<file path="src/rtl/led_pkg.sv">
// ============================================================================
// led_pkg : shared types and helpers for the LED indicator bank
// Rev 1.0 : initial release
// ============================================================================
`default_nettype none

package led_pkg;

  typedef enum logic [1:0] {
    MODE_FILL  = 2'd0,
    MODE_SWEEP = 2'd1,
    MODE_BLINK = 2'd2,
    MODE_COUNT = 2'd3
  } mode_e;

  // Bits needed for a counter spanning 0..n-1; never narrower than one bit.
  function automatic int cnt_width(input int n);
    return (n < 2) ? 1 : $clog2(n);
  endfunction

endpackage

`default_nettype wire

</file>
<file path="src/rtl/tick_prescaler.sv">
// ============================================================================
// tick_prescaler : free-running divide-by-DIV counter with one-clk tick pulse
// Rev 1.0 : initial release
// ============================================================================
`default_nettype none

module tick_prescaler
  import led_pkg::*;
#(
  parameter int DIV = 11
) (
  input  logic clk,
  input  logic rst_n,
  output logic tick
);

  localparam int            CW   = cnt_width(DIV);
  localparam logic [CW-1:0] LAST = CW'(DIV - 1);

  logic [CW-1:0] cnt;

  always_ff @(posedge clk or negedge rst_n) begin
    if (!rst_n) begin
      cnt <= '0;
    end else if (cnt == LAST) begin
      cnt <= '0;
    end else begin
      cnt <= cnt + 1'b1;
    end
  end

  assign tick = (cnt == LAST);

endmodule

`default_nettype wire

</file>
<file path="src/rtl/led_pattern_gen.sv">
// ============================================================================
// led_pattern_gen : four-mode LED animation with switch override
// Rev 1.0 : initial release
// ============================================================================
`default_nettype none

module led_pattern_gen
  import led_pkg::*;
#(
  parameter int WIDTH          = 4,
  parameter int DIV            = 11,
  parameter bit LED_ACTIVE_LOW = 1'b1
) (
  input  logic             clk,
  input  logic             rst_n,
  input  logic [WIDTH-1:0] sw,
  input  logic [1:0]       mode,
  output logic [WIDTH-1:0] led,
  output logic             tick
);

  localparam int               SW_BITS  = $clog2(2 * WIDTH + 1);
  localparam logic [SW_BITS-1:0] STEP_HALF = SW_BITS'(WIDTH);
  localparam logic [SW_BITS-1:0] STEP_END  = SW_BITS'(2 * WIDTH);
  localparam logic [WIDTH-1:0]   MSB_ONE   = {1'b1, {(WIDTH-1){1'b0}}};

  logic [WIDTH-1:0]   sw_m, sw_s;
  logic               ovr;
  logic [WIDTH-1:0]   pattern, pattern_d;
  logic [SW_BITS-1:0] step, step_d;
  logic               dir, dir_d;
  mode_e              mode_q, mode_d;
  logic               ovr_q, ovr_d;

  tick_prescaler #(.DIV(DIV)) u_presc (
    .clk   (clk),
    .rst_n (rst_n),
    .tick  (tick)
  );

  always_ff @(posedge clk or negedge rst_n) begin
    if (!rst_n) begin
      sw_m <= '0;
      sw_s <= '0;
    end else begin
      sw_m <= sw;
      sw_s <= sw_m;
    end
  end

  assign ovr = |sw_s;

  always_ff @(posedge clk or negedge rst_n) begin
    if (!rst_n) begin
      pattern <= '0;
      step    <= '0;
      dir     <= 1'b0;
      mode_q  <= MODE_FILL;
      ovr_q   <= 1'b0;
    end else begin
      pattern <= pattern_d;
      step    <= step_d;
      dir     <= dir_d;
      mode_q  <= mode_d;
      ovr_q   <= ovr_d;
    end
  end

  always_comb begin
    pattern_d = pattern;
    step_d    = step;
    dir_d     = dir;
    mode_d    = mode_q;
    ovr_d     = ovr_q;
    if (tick) begin
      if (ovr) begin
        pattern_d = sw_s;
        ovr_d     = 1'b1;
      end else if (ovr_q || (mode_e'(mode) != mode_q)) begin
        // Restart frame: clear everything and latch the new mode.
        pattern_d = '0;
        step_d    = '0;
        dir_d     = 1'b0;
        mode_d    = mode_e'(mode);
        ovr_d     = 1'b0;
      end else begin
        case (mode_q)
          MODE_FILL: begin
            if (step < STEP_HALF) begin
              pattern_d = {1'b1, pattern[WIDTH-1:1]};
              step_d    = step + 1'b1;
            end else if (step < STEP_END) begin
              pattern_d = {pattern[WIDTH-2:0], 1'b0};
              step_d    = step + 1'b1;
            end else begin
              pattern_d = '0;
              step_d    = '0;
            end
          end
          MODE_SWEEP: begin
            // Direction flips as the lit bit lands on an end, so ends are never repeated.
            if (pattern == '0) begin
              pattern_d = MSB_ONE;
              dir_d     = 1'b0;
            end else if (!dir) begin
              pattern_d = pattern >> 1;
              if (pattern[1]) dir_d = 1'b1;
            end else begin
              pattern_d = pattern << 1;
              if (pattern[WIDTH-2]) dir_d = 1'b0;
            end
          end
          MODE_BLINK: pattern_d = (pattern == '0) ? '1 : '0;
          MODE_COUNT: pattern_d = pattern + 1'b1;
          default:    pattern_d = pattern;
        endcase
      end
    end
  end

  assign led = LED_ACTIVE_LOW ? ~pattern : pattern;

endmodule

`default_nettype wire

</file>
<file path="config.mk">
export PLATFORM = sky130hd
export DESIGN_NAME = led_pattern_gen
export DESIGN_NICKNAME = d
export VERILOG_FILES = /design/src/rtl/led_pkg.sv /design/src/rtl/tick_prescaler.sv /design/src/rtl/led_pattern_gen.sv
export SDC_FILE = /design/constraint.sdc
export NUM_CORES = 1
export LEC_CHECK = 0
export CORE_ASPECT_RATIO = 0.9
export CORE_MARGIN = 3
export CORE_UTILIZATION = 59
export DETAILED_ROUTE_END_ITERATION = 10
export HOLD_SLACK_MARGIN = 0.15
export MAX_ROUTING_LAYER = met4
export PLACE_DENSITY_LB_ADDON = 0.2
export SLEW_MARGIN = 20
export SYNTH_ARGS = -nofsm -noshare
export SYNTH_HDL_FRONTEND = slang
export SYNTH_HIERARCHICAL = 1
export SYNTH_SLANG_ARGS = --single-unit
</file>
<file path="constraint.sdc">
create_clock -name clk -period 4.8 [get_ports clk]
set_input_delay 0.48 -clock clk [delete_from_list [all_inputs] [get_ports clk]]
set_output_delay 0.48 -clock clk [all_outputs]
set_load 0.01 [all_outputs]
</file>
==> results.py, run 1 <==
metrics = {
    "timing": {
        "final_max_slew_viol_count": 0,
        "relSlewSlack": 0.668,
        "skew_ps": 1.11,
        "max_freq_ghz": 0.407,
        "period_needed_ps": 2460,
        "fin_crit_sh": 0.511,
        "worst_pin_slew_ps": 497,
        "hold_viol_final": 0,
        "setup_viol": 0,
        "setup_tns_ps": 0,
        "rsz0062_at_grt": "no",
    },
    "setup_path": {
        "cp_max_fo": 12,
        "critPathCaptureType": "primary output",
        "cp.required_ps": 4320,
        "cp-start-kind": "register",
        "crit_type": "reg -> out",
        "reg2reg_depth": 5,
        "arrival_ps": 1980,
    },
    "clock_network": {
        "clock_latency_ps": 310,
        "cts_buffers": 3,
        "cts.sinks": 24,
        "h-tree-depth": 1,
        "clk_pin_slew_ps": 130,
        "cts_root_buffer": "clkbuf_4",
        "post_cts_buffers": 0,
        "clockBufferDepth": 2,
        "tritoncts": "done",
    },
    "global_routing": {
        "grt_pass1_vias": 967,
        "grtUsageTotal": 0.205,
        "grt_antenna_before_repair": 0,
        "grt_max_degree": 25,
        "grt_pass1_wl_microns": 4240,
        "grt-ovfl-total": 0,
    },
    "floorplanning": {
        "die_area_sq_mm": 0.00280,
        "ios": 13,
        "coreArea_sq_mm": 0.00199,
        "die_x_microns": 55.4,
        "rows": 15,
        "start_util": 0.652,
        "die_y_microns": 50.5,
    },
    "cells_and_area": {
        "fillerInstances": 142,
        "seqCellArea_sq_um": 601,
        "antenna_cells": 0,
        "nets": 149,
        "layout_common_cells": "24 x dfrtp_1, 12 x a21oi_1, 11 x clkdlybuf4s50_1",
        "syn_to_final_growth_pct": 14.0,
        "instances_no_fill": 161,
        "multiInputGateArea_sq_um": 638,
        "final_core_util": 0.743,
        "fin_area_sq_mm": 0.00148,
        "final_common_cell": "dfrtp_1",
        "drive_gt1_frac": 0.132,
    },
    "flow_run": {
        "maxCapViolations": 0,
    },
    "place": {
        "postPlaceCellArea_sq_mm": 0.00142,
        "gp_congestion": 0.860,
        "dp_hpwl_microns": 1770,
        "dp_cells": 156,
        "numPortBuffers": 12,
    },
    "power": {
        "swShare": 0.242,
        "pwr-share-comb": 0.125,
        "p_switching_mw": 0.102,
        "ir_worst_vdd_mv": 0.239,
        "pwr-share-clk": 0.340,
        "power.internal_mw": 0.321,
        "p_per_area_mw_per_mm2": 286,
        "seqPwrFrac": 0.534,
        "p_total_mw": 0.423,
        "p_leak_nw": 0.647,
    },
    "routing": {
        "via_per_inst": 6.24,
        "wl_per_cell_microns": 15.2,
        "wl_microns": 2450,
        "drc_errors": 0,
        "firstDrtPassIters": 4,
        "drt_iter0_drc": 28,
        "ant_nets": 0,
        "vias": 1005,
    },
    "synthesis": {
        "synth_top_area_cell": "dfrtp_1",
        "synthTopCellsByArea": "dfrtp_1 46%, a21oi_1 4.6%, ha_1 3.9%",
        "async_reset_ff_frac": 1.00,
        "synth_edf_count": 0,
        "seq_area_frac_synth": 0.463,
        "yosys_warnings": 6,
        "ys_ff_latch": 24,
        "synth.distinct_cells": 45,
        "avgSynthCellArea_sq_um": 10.5,
        "synth_ff_type": "dfrtp_1",
        "synth_top_area_frac": 0.463,
        "synth_area_sq_mm": 0.00130,
        "synth.net_count": 136,
        "synthCells": 124,
    },
    "min_path": {
        "hold_path_depth": 0,
        "worstHoldPathType": "reg -> reg",
    },
    "outcome": {
        "outcome": "finished, final reports clean",
    },
}
area by class of cell:
| type | count | area share |
|---|---|---|
| multi-input cells | 87 | 0.432 |
| flip-flops and latches | 24 | 0.406 |
| repair buffers | 13 | 0.0847 |
| well taps | 25 | 0.0212 |
| clock inverters | 1 | 0.0203 |
| inverters | 8 | 0.0203 |
| clock buffers | 3 | 0.0152 |
power groups by stage:
stage / sequential [mW] / combinational (mW) / clock [mW]
floorplan: 0.220 / 0.0419 / 0
global placement: 0.229 / 0.0515 / 0
global route: 0.228 / 0.0584 / 0.158
CTS: 0.225 / 0.0528 / 0.147
finish: 0.226 / 0.0530 / 0.144
detailed placement: 0.229 / 0.0523 / 0
flip-flops by register name (all words and copies together) (netlist names):
name         flops
pattern          4
step             4
sw_m             4
sw_s             4
u_presc/cnt      4
mode_q           2
dir              1
ovr_q            1
routing by layer:
metal / track usage / vias to the layer above / share of wire
met5: - / - / 0
met4: 0.105 / 0 / 0.026
met3: 0.0386 / 6 / 0.069
met2: 0.339 / 50 / 0.48
met1: 0.240 / 474 / 0.43
li1: - / 475 / -
logic make-up (layout without fill, tap and decap cells):
group,count (synthesis),count (layout),synth area share
simple gates,36,36,0.185
buf+inv,13,25,0.0444
compound gates,37,37,0.187
mux,5,5,0.0415
xor+xnor,5,5,0.0396
fa+ha+maj,4,4,0.0386
flops,24,24,0.463
what timing repair did:
action                                 4_1_cts  5_1_grt
gates resized for setup                      0        0
endpoints found under the hold margin        0       24
hold buffers                                 0        1
Yosys cell counts (2+ instances only):
cell,instances
mux2i_1,2
nand2b_1,2
o21ai_0,3
xor2_1,2
o22ai_1,2
ha_1,4
dfrtp_1,24
xnor2_1,2
inv_1,7
o21ai_1,3
nor3_1,5
a21oi_1,12
nand2_1,7
nand3_1,2
nor2_1,8
mux2_1,2
clkbuf_1,3
a211oi_1,3
a21o_1,2
a31oi_1,4
worst max-delay path, cell delays in order (launching register included):
cell and delay [ps]:
dfrtp_1 450, nor2b_4 160, and3b_1 410, clkdlybuf4s50_1 640
stage by stage:
stage               setup slack, ps  hold WS [ps]
floorplan                      3160           184
global placement               2790           334
detailed placement             2730           341
CTS                            2340           371
global route                   2270           374
finish                         2340           369
path summary, 6_finish.rpt:
check	startpoint	end	slack, ps
setup / recovery	u_presc/cnt[2]	tick	2340
hold / removal	sw_m[3]	sw_s[3]	370
setup reg to reg	u_presc/cnt[2]	step[1]	2930
hold reg to reg	sw_m[3]	sw_s[3]	370
max in group asynchronous	rst_n	mode_q[1]	3820
min in group asynchronous	rst_n	dir	650
Note: power is estimated with default switching activity, not from simulation.
==> inputs of run 2 (changes only) <==
- CORE_UTILIZATION: 59 -> 55
- clock period: 4.8 -> 2.4 ns (I/O delays scaled with it)
==> run 2 against run 1 <==
Against the previous run: critical path depth unchanged; via count is 1.5% lower; final area fell by 1.7%; final cell count rose by 0.62%; critical endpoint unchanged; first-iteration DRC count is 18% higher; wire length up 0.57%; global-route usage is 0.70 points lower; clock-buffer cell count stayed put.
==> results.py, run 2 (same netlist as run 1, synthesis figures left out) <==
metrics = {
    "outcome": {
        "outcome": "finished, final reports clean",
    },
    "timing": {
        "holdWs_ps": 276,
        "final_max_slew_viol_count": 0,
        "rsz0062_at_grt": "no",
        "setup_viol": 0,
        "max_freq_ghz": 0.452,
        "setup_tns_ps": 0,
        "relSlewSlack": 0.696,
        "fin_crit_sh": 0.921,
        "worst_pin_slew_ps": 456,
        "skew_ps": 1.82,
        "hold_viol_final": 0,
        "period_needed_ps": 2210,
    },
    "routing": {
        "wl_per_cell_microns": 15.2,
        "wl_microns": 2470,
        "drt_iter0_drc": 33,
        "vias": 990,
        "firstDrtPassIters": 4,
        "via_per_inst": 6.11,
        "drc_errors": 0,
        "ant_nets": 0,
    },
    "power": {
        "seqPwrFrac": 0.617,
        "power.internal_mw": 0.532,
        "ir_worst_vdd_mv": 0.504,
        "p_switching_mw": 0.199,
        "p_leak_nw": 0.633,
        "p_per_area_mw_per_mm2": 503,
        "pwr-share-comb": 0.150,
        "swShare": 0.272,
        "pwr-share-clk": 0.232,
    },
    "setup_path": {
        "cp_max_fo": 12,
        "critPathCaptureType": "primary output",
        "cp.required_ps": 2160,
        "r2r_slack_ps": 520,
        "crit_type": "reg -> out",
        "reg2reg_depth": 5,
        "arrival_ps": 1970,
        "reg2reg_to": "step[1]",
        "cp-start-kind": "register",
        "r2r-start": "u_presc/cnt[2]",
    },
    "cells_and_area": {
        "antenna_cells": 0,
        "fin_area_sq_mm": 0.00145,
        "layout_common_cells": "24 x dfrtp_1, 12 x a21oi_1, 12 x clkdlybuf4s50_1",
        "final_core_util": 0.660,
        "syn_to_final_growth_pct": 12.1,
        "fillerInstances": 181,
        "drive_gt1_frac": 0.126,
        "nets": 149,
        "final_common_cell": "dfrtp_1",
    },
    "place": {
        "postPlaceCellArea_sq_mm": 0.00143,
        "dp_hpwl_microns": 1830,
        "gp_congestion": 0.834,
        "numPortBuffers": 12,
    },
    "global_routing": {
        "grt_antenna_before_repair": 0,
        "grt-ovfl-total": 0,
        "grt_max_degree": 25,
        "grt_pass1_vias": 978,
        "grt_pass1_wl_microns": 4430,
        "grtUsageTotal": 0.198,
    },
    "clock_network": {
        "clk_pin_slew_ps": 120,
        "cts_buffers": 3,
        "cts.sinks": 24,
        "post_cts_resize_count": 0,
        "h-tree-depth": 1,
        "tritoncts": "done",
        "clockBufferDepth": 2,
        "holdBufCountCts": 0,
        "post_cts_buffers": 0,
        "clock_latency_ps": 300,
        "cts_root_buffer": "clkbuf_4",
    },
    "floorplanning": {
        "coreArea_sq_mm": 0.00220,
        "rows": 16,
        "die_y_microns": 52.1,
        "ios": 13,
        "die_x_microns": 57.2,
        "die_area_sq_mm": 0.00298,
        "start_util": 0.589,
    },
    "flow_run": {
        "maxCapViolations": 0,
    },
    "min_path": {
        "worstHoldPathType": "in -> async",
    },
}
-- run 2: power groups by stage --
stage	Sequential [mW]	Clock [mW]	Combinational [mW]
after floorplan	0.440	0	0.0837
after CTS	0.451	0.173	0.110
after global placement	0.458	0	0.106
after detailed placement	0.459	0	0.110
after global routing	0.455	0.190	0.124
final	0.451	0.170	0.110
-- run 2: layout make-up --
| class | instances | area, sq um | area share |
|---|---|---|---|
| inverter | 8 | 30.0 | 0.0207 |
| sequential | 24 | 601 | 0.413 |
| tap | 27 | 33.8 | 0.0233 |
| multi-input combinational | 87 | 638 | 0.439 |
| timing repair buffer | 13 | 128 | 0.0879 |
| clock buffer | 3 | 22.5 | 0.0155 |
-- run 2: how the worst max path moves through the flow --
stage	start	to	depth (start not counted)
finish	u_presc/cnt[2]	tick	3
global route	u_presc/cnt[2]	tick	3
CTS	u_presc/cnt[2]	tick	3
detailed placement	u_presc/cnt[2]	tick	3
global placement	pattern[1]	pattern[3]	7
floorplan	pattern[1]	pattern[0]	7
-- run 2: per-stage QoR --
stage	total power [mW]	worst slack, ps	cells
final	0.731	189	162
after global routing	0.769	105	162
after CTS	0.734	190	162
after detailed placement	0.568	556	159
after global placement	0.564	612	159
after floorplan	0.524	756	124
-- run 2: worst max-delay path, stage by stage, from the launching register on --
cell	delay, ps
dfrtp_1	460
nor2b_4	160
and3b_1	430
clkdlybuf4s50_1	620
-- run 2: routing by layer --
layer	up-vias	share of wire	routed length, microns	track usage
met3	6	0.073	181	0.0397
met5	-	0	0	-
met2	39	0.49	1200	0.319
met4	0	0.012	30	0.0811
met1	475	0.43	1060	0.245
li1	470	-	-	-
==> inputs of run 3 (changes only) <==
- GPL_TIMING_DRIVEN: unset -> 0
==> run 3 against run 2 <==
Against the previous run: register-to-register slack lost 60 ps; non-clock buffer count grew 5; wire length rose by 7.3%; flip-flop and latch count is the same; sequential power down 3%; global-route usage up 1.5 points; final area rose by 3.8%; critical path type unchanged; critical endpoint unchanged; largest cell class unchanged.
==> results.py, run 3 (same netlist as run 1, synthesis figures left out) <==
metrics = {
    "outcome": {
        "outcome": "finished, final reports clean",
    },
    "clock_network": {
        "holdBufCountCts": 0,
        "cts_root_buffer": "clkbuf_4",
        "post_cts_resize_count": 0,
        "clockBufferDepth": 2,
        "tritoncts": "done",
        "h-tree-depth": 1,
        "post_cts_buffers": 0,
        "clk_pin_slew_ps": 130,
        "cts_buffers": 3,
        "cts.sinks": 24,
        "clock_latency_ps": 330,
    },
    "min_path": {
        "worstHoldPathType": "in -> reg",
        "hold_path_end": "sw_m[3]",
        "hold_path_depth": 1,
        "hp-start": "sw[3]",
    },
    "timing": {
        "max_freq_ghz": 0.505,
        "period_needed_ps": 1980,
        "skew_ps": 8.88,
        "setup_viol": 0,
        "final_max_slew_viol_count": 0,
        "worst_pin_slew_ps": 536,
        "relSlewSlack": 0.643,
        "hold_viol_final": 0,
        "holdWs_ps": 338,
        "rsz0062_at_grt": "no",
        "fin_ws_ps": 419,
        "fin_crit_sh": 0.825,
        "setup_tns_ps": 0,
    },
    "place": {
        "numPortBuffers": 12,
        "place_ws_ps": 532,
        "dp_hpwl_microns": 1920,
        "gp_congestion": 0.877,
        "dp_cells": 163,
    },
    "power": {
        "p_per_area_mw_per_mm2": 574,
        "p_total_mw": 0.865,
        "p_leak_nw": 0.660,
        "ir_worst_vdd_mv": 0.495,
    },
    "routing": {
        "via_per_inst": 6.19,
        "drc_errors": 0,
        "drt_iter0_drc": 34,
        "wl_microns": 2650,
        "ant_nets": 0,
        "firstDrtPassIters": 4,
        "wl_per_cell_microns": 15.7,
        "vias": 1040,
    },
    "setup_path": {
        "path_depth": 3,
        "crit_chain": "nor2b_4, and3b_1, clkdlybuf4s50_1",
        "r2r_slack_ps": 460,
        "path_buf_inv": 1,
        "reg2reg_depth": 7,
        "crit_type": "reg -> out",
        "cp-start-kind": "register",
        "critPathCaptureType": "primary output",
        "arrival_ps": 1740,
        "cp.required_ps": 2160,
        "critical-path-top-delay-family": "buffers and inverters",
        "slowest_delay_ps": 560,
        "crit_slowest_cell": "clkdlybuf4s50_1",
        "reg2reg_to": "pattern[0]",
        "r2r-start": "pattern[0]",
        "cp_max_fo": 4,
    },
    "global_routing": {
        "grt_pass1_vias": 1008,
        "grt_max_degree": 25,
        "grt_pass1_wl_microns": 4640,
        "grt-ovfl-total": 0,
        "grtUsageTotal": 0.212,
        "grt_antenna_before_repair": 0,
    },
    "cells_and_area": {
        "syn_to_final_growth_pct": 16.3,
        "instances_no_fill": 168,
        "layout_common_cells": "24 x dfrtp_1, 12 x a21oi_1, 11 x clkdlybuf4s50_1",
        "final_common_cell": "dfrtp_1",
        "drive_gt1_frac": 0.142,
        "nets": 154,
        "fillerInstances": 162,
        "antenna_cells": 0,
    },
    "floorplanning": {
        "rows": 16,
        "ios": 13,
        "die_y_microns": 52.1,
        "die_x_microns": 57.2,
        "coreArea_sq_mm": 0.00220,
        "die_area_sq_mm": 0.00298,
        "start_util": 0.589,
    },
    "flow_run": {
        "maxCapViolations": 0,
    },
}
## run 3: worst max-delay path by stage
stage / startpoint / end
finish: u_presc/cnt[2] / tick
CTS: u_presc/cnt[2] / tick
floorplan: pattern[1] / pattern[0]
detailed placement: pattern[1] / pattern[0]
global route: u_presc/cnt[2] / tick
global placement: pattern[1] / pattern[0]
## run 3: per-layer routing
metal / track usage / wire [microns] / up-vias
met5: - / 0 / -
met4: 0.120 / 70 / 0
met3: 0.0471 / 187 / 9
met2: 0.344 / 1310 / 53
met1: 0.246 / 1080 / 496
li1: - / - / 482
## run 3: area by class of cell
class	count	area, sq um	share of cell area
clock buffers	3	22.5	0.0149
multi-input cells	87	638	0.423
plain buffers	5	27.5	0.0183
clock inverters	1	30.0	0.0199
flip-flops and latches	24	601	0.398
repair buffers	13	125	0.0830
inverters	8	30.0	0.0199
well taps	27	33.8	0.0224
## run 3: power breakdown
| part | switching, mW | internal, mW |
|---|---|---|
| registers | 0.0158 | 0.421 |
| clock network | 0.129 | 0.169 |
| logic | 0.0730 | 0.0575 |
| total | 0.218 | 0.647 |
## run 3: metrics by stage
| step | area [sq um] | util |
|---|---|---|
| after floorplan | 1300 | - |
| after global placement | 1450 | 0.659 |
| after detailed placement | 1450 | 0.659 |
| after CTS | 1500 | 0.682 |
| after global routing | 1510 | 0.685 |
| final | 1510 | 0.685 |
